--- config.mk ---
export PLATFORM = sky130hd
export DESIGN_NAME = pixel_line_fifo
export DESIGN_NICKNAME = d
export VERILOG_FILES = /design/src/rtl/pixel_line_fifo.sv
export SDC_FILE = /design/constraint.sdc
export NUM_CORES = 1
export LEC_CHECK = 0
export BUFFER_PORTS_ARGS = -buffer_cell sky130_fd_sc_hd__buf_2
export CAP_MARGIN = 0
export CORE_UTILIZATION = 50
export CTS_CLUSTER_DIAMETER = 40
export DETAILED_ROUTE_END_ITERATION = 7
export PLACE_DENSITY = 0.71
export SLEW_MARGIN = 20
export SYNTH_ARGS = -nofsm -noshare
export SYNTH_HDL_FRONTEND = slang
export SYNTH_SLANG_ARGS = --single-unit
export TNS_END_PERCENT = 1
--- constraint.sdc ---
create_clock -name clk -period 3.1 [get_ports clk]
set_input_delay 0.31 -clock clk [delete_from_list [all_inputs] [get_ports clk]]
set_output_delay 0.31 -clock clk [all_outputs]
set_load 0.02 [all_outputs]
--- src/rtl/pixel_line_fifo.sv ---
// pixel_line_fifo
// Elastic byte buffer between the flash reader and the RGB output registers.
// Bytes arrive in bursts on in_valid and leave one per REPEAT active display
// clocks (horizontal pixel doubling). Each released byte is converted from
// RGB332 to a registered RGB222 value. Per-line sticky flags record under-run
// and over-run so flash timing can be checked on silicon.
//
// Build option: define PIXEL_FIFO_DITHER_EN to replace plain truncation of the
// R and G channels with a 2x2 ordered dither driven by col0/row0.

module pixel_line_fifo #(
    parameter int DEPTH  = 4,   // FIFO entries, power of two, 2..16
    parameter int REPEAT = 2    // display clocks per source byte, 1..4
) (
    input  logic                       clk,
    input  logic                       rst_n,
    input  logic [7:0]                 in_data,
    input  logic                       in_valid,
    input  logic                       line_start,
    input  logic                       active,
    input  logic                       col0,
    input  logic                       row0,
    output logic [5:0]                 out_rgb,
    output logic [$clog2(DEPTH+1)-1:0] level,
    output logic                       almost_full,
    output logic                       underflow,
    output logic                       overflow
);

    localparam int PW = $clog2(DEPTH);
    localparam int LW = $clog2(DEPTH + 1);
    localparam int RW = (REPEAT > 1) ? $clog2(REPEAT) : 1;

    logic [7:0]    mem [DEPTH];
    logic [PW-1:0] wr_ptr;
    logic [PW-1:0] rd_ptr;
    logic [RW-1:0] rep;
    logic [7:0]    cur;

    logic          pop_req;
    logic          pop_ok;
    logic          push_ok;
    logic          fifo_empty;
    logic          fifo_full;
    logic [7:0]    cur_nxt;
    logic [1:0]    conv_r;
    logic [1:0]    conv_g;
    logic [1:0]    conv_b;

    // Occupancy flags derived from the level counter.
    assign fifo_empty  = (level == '0);
    assign fifo_full   = (level == LW'(DEPTH));
    assign almost_full = (level >= LW'(DEPTH - 1));

    // Pop/push qualification; line_start suppresses both for its cycle.
    always_comb begin
        // NOTE: every always_comb output gets a default first so no path can infer a latch.
        pop_req = 1'b0;
        pop_ok  = 1'b0;
        push_ok = 1'b0;
        cur_nxt = cur;
        if (!line_start) begin
            pop_req = active && (rep == '0);
            pop_ok  = pop_req && !fifo_empty;
            // A full FIFO still accepts a push when a pop frees a slot in the same cycle.
            push_ok = in_valid && (!fifo_full || pop_ok);
            if (pop_ok) begin
                cur_nxt = mem[rd_ptr];
            end
        end
    end

`ifdef PIXEL_FIFO_DITHER_EN
    // Add the dither bit before halving; 4-bit sum keeps 7+1 from wrapping, then clamp to 3.
    function automatic logic [1:0] dither_chan(input logic [2:0] v, input logic d);
        logic [3:0] s;
        s = ({1'b0, v} + {3'b000, d}) >> 1;
        return (s > 4'd3) ? 2'd3 : s[1:0];
    endfunction

    // Ordered-dither RGB332 -> RGB222 conversion of the next current pixel.
    always_comb begin
        conv_r = dither_chan(cur_nxt[2:0], row0 ^ col0);
        conv_g = dither_chan(cur_nxt[5:3], row0 ^ col0);
        conv_b = cur_nxt[7:6];
    end
`else
    logic unused_dither;
    assign unused_dither = col0 ^ row0;

    // Truncating RGB332 -> RGB222 conversion of the next current pixel.
    always_comb begin
        conv_r = cur_nxt[2:1];
        conv_g = cur_nxt[5:4];
        conv_b = cur_nxt[7:6];
    end
`endif

    // Storage write port.
    always_ff @(posedge clk) begin
        // NOTE: the data array has no reset; pointers and level define which entries are live.
        if (push_ok) begin
            mem[wr_ptr] <= in_data;
        end
    end

    // Pointers, level, repeat counter, current pixel, flags and registered colour.
    always_ff @(posedge clk) begin
        // NOTE: sequential state uses non-blocking assignments so all registers update together.
        if (!rst_n) begin
            wr_ptr    <= '0;
            rd_ptr    <= '0;
            level     <= '0;
            rep       <= '0;
            cur       <= '0;
            underflow <= 1'b0;
            overflow  <= 1'b0;
            out_rgb   <= '0;
        end else if (line_start) begin
            wr_ptr    <= '0;
            rd_ptr    <= '0;
            level     <= '0;
            rep       <= '0;
            underflow <= 1'b0;
            overflow  <= 1'b0;
            out_rgb   <= active ? {conv_r, conv_g, conv_b} : 6'd0;
        end else begin
            if (push_ok) begin
                wr_ptr <= wr_ptr + PW'(1);
            end
            if (pop_ok) begin
                rd_ptr <= rd_ptr + PW'(1);
            end
            cur <= cur_nxt;

            case ({push_ok, pop_ok})
                2'b10:   level <= level + LW'(1);
                2'b01:   level <= level - LW'(1);
                default: level <= level;
            endcase

            if (pop_req && fifo_empty) begin
                underflow <= 1'b1;
            end
            if (in_valid && !push_ok) begin
                overflow <= 1'b1;
            end

            if (!active || rep == RW'(REPEAT - 1)) begin
                rep <= '0;
            end else begin
                rep <= rep + RW'(1);
            end

            out_rgb <= active ? {conv_r, conv_g, conv_b} : 6'd0;
        end
    end

endmodule
==> metrics.yaml <==
status: "completed"
cts_tree: "done"
wl_met3_um: 122
clock-sinks: 48
ctsHoldBuffers: 0
cts_root_buf: "clkbuf_8"
layout_min_cycle_time_ns: 2.29
synth_fp_nets: 168
met2_length_um: 1730
area_growth_pct: 14.1
antenna_cells: 0
hold_violations: 0
relSlewSlack_pct: 48.2
clkLatencyLatePin_ns: 0.31
port-buffer-count: 22
holdPathStages: 1
io_pins: 27
wl_per_cell_um: 14.8
critPathRequiredTime_ns: 3.34
die_h_um: 63.3
num_vias: 1172
synth_ff_type: "edfxtp_1"
die_x_um: 63.3
path_cells: "or3b_4, nor2_1, buf_4, ha_1, inv_1, fa_1, xor2_1, or3_1, a21oi_1"
rows: 21
critPathLaunchType: "flip-flop"
path_clk_slew_ns: 0.09
drv_slew: 0
wl_um: 3250
fin_worst_skew_ns: 0.00936
cts-resized-gates: 0
worstHoldStart: "in_data[4]"
cts.path.max_buffers: 2
synth_seq_area_share_pct: 63.9
dieArea_um2: 4010
grt_overflow: 0
via_per_inst: 5.35
synthesis.area_um2: 1880
cts_buffers: 5
first_global_vias: 1200
ir_worst_vdd_v: 0.000337
grt.total_usage_pct: 19.0
max_slew.worst_pin.slew_ns: 0.776
path_max_fanout: 13
antenna_found_initial: 0
grt_pass1_wl_um: 5600
path_class: "flip-flop to flip-flop"
crit_path_end_kind: "flip-flop"
initialDrtViolationCount: 67
synth_seq_cells: 48
top_layer_used: "met4"
fin_cells: 219
setup_violations: 0
synth_edf_count: 24
async_reset_ff_share_pct: 0
worst_r2r_path_depth: 9
drc: 0
cts_setup_buffers: 0
synth-warning-count: 0
dr.pass1.iters: 4
max_freq_mhz: 437
avgSynthCellArea_um2: 12.8
post-place-cells: 211
max_stage_delay_ns: 0.39
nFillCells: 302
ys_types: 30
synthCells: 147
grt_max_degree: 16
power_density_nw_per_um2: 553
cts_max_level: 2
setup_tns_ns: 0
timing.rr.start: "rep$_SDFF_PP0_"
cellLeakagePower_nw: 0.781
antenna_left: 0
hold_class: "input pin to flip-flop"
drive_above_1_share_pct: 22.0
fin_hold_ws_ns: 0.216
gp_congestion: 0.736
rsz0062_at_grt: "false"
start_util_pct: 54.2
dp.final_hpwl_um: 2340
maxCapViolCount: 0
core_area_um2: 3470
final_nets: 193
slowest_stage: "or3b_4"
worstSetupStartpoint: "rep$_SDFF_PP0_"
min_period_over_period_pct: 73.8
crit_arrival_ns: 2.53
drt-met1-wl_um: 1360
-- layer usage --
metal	GRT usage, %	vias up
met1	21.8	568
li1	-	578
met3	6.70	5
met2	32.7	21
met4	6.53	0
met5	0	-
-- power breakdown --
part | total [mW] | leakage (nW) | switching (mW) | internal, mW
Combinational | 0.0551 | 0.319 | 0.0344 | 0.0206
Clock | 0.451 | 0.0503 | 0.213 | 0.238
Sequential | 0.680 | 0.412 | 0.00516 | 0.675
Total | 1.19 | 0.781 | 0.253 | 0.934
-- stage by stage --
stage	power, mW	util [%]	setup slack [ns]	cell area [µm²]
after CTS	1.19	61.9	0.810	2150
after global routing	1.22	61.9	0.636	2150
after detailed placement	0.750	58.7	0.675	2030
after global placement	0.747	58.7	0.739	2030
after floorplan	0.728	-	0.840	1880
final	1.19	61.9	0.811	2150
-- cell type report --
type	instances	area [µm²]	area share, %
multi-input cells	86	628	29.3
repair buffers	23	118	5.48
flip-flops and latches	48	1200	56.0
clock inverters	3	42.5	1.98
clock buffers	5	68.8	3.21
inverters	8	30.0	1.40
well taps	46	57.6	2.68
-- registers in the layout, summed over array words and instances (netlist names), named ones only --
| signal | cells |
|---|---|
| cur | 6 |
| level | 3 |
| mem | 24 |
| out_rgb | 6 |
| overflow | 1 |
| rd_ptr | 2 |
| rep | 1 |
| underflow | 1 |
| wr_ptr | 2 |
-- critical path: cells and delay by family, from the launching register on --
| kind | cells | cell delay [ns] |
|---|---|---|
| and+or+nand+nor | 3 | 0.79 |
| adders and majority gates | 2 | 0.57 |
| DFF | 1 | 0.34 |
| buffers and inverters | 2 | 0.23 |
| xor gates and xnor gates | 1 | 0.16 |
| AOI/OAI and AO/OA | 1 | 0.13 |
-- cell usage after synthesis (all sizes together), types with 2 or more instances --
| master | instances | area share [%] |
|---|---|---|
| ha | 5 | 3.3 |
| or3 | 2 | 0.67 |
| dfxtp | 24 | 26 |
| nand2 | 16 | 3.2 |
| edfxtp | 24 | 38 |
| and2 | 5 | 1.7 |
| clkbuf | 3 | 0.60 |
| mux2i | 2 | 1.1 |
| mux4 | 6 | 7.2 |
| nor2 | 7 | 1.4 |
| a21oi | 5 | 1.3 |
| xor2 | 2 | 0.93 |
| buf | 2 | 0.53 |
| inv | 8 | 1.6 |
| o21ai | 14 | 3.7 |
| nand2b | 2 | 0.67 |
| nand4 | 6 | 2.0 |
| nor3b | 2 | 0.80 |
-- cells in the final DEF (no fill, tap or decap), types with 6 or more instances in the layout --
cell,synthesis,layout
inv_1,8,8
dfxtp_1,24,24
nand4_1,6,6
nand2_1,16,16
nor2_1,7,7
buf_2,2,22
o21ai_0,14,14
edfxtp_1,24,24
mux4_2,6,6
-- cells by family (layout without fill, tap and decap cells) --
kind of cell | Yosys count | in the layout | synth area share, %
AOI/OAI and AO/OA | 25 | 25 | 7.52
xor gates and xnor gates | 2 | 2 | 0.932
adders and majority gates | 6 | 6 | 4.39
buffers and inverters | 13 | 39 | 2.73
DFF | 48 | 48 | 63.9
muxes | 8 | 8 | 8.25
and+or+nand+nor | 45 | 45 | 12.3
-- worst paths after layout --
path         slack, ns                    end
max               0.81  level[2]$_SDFFE_PP0P_
min               0.22    mem[2][4]$_DFFE_PP_
max reg2reg       0.81  level[2]$_SDFFE_PP0P_
min reg2reg       0.46  out_rgb[4]$_SDFF_PN0_
Power figures use the tool's default switching activity.
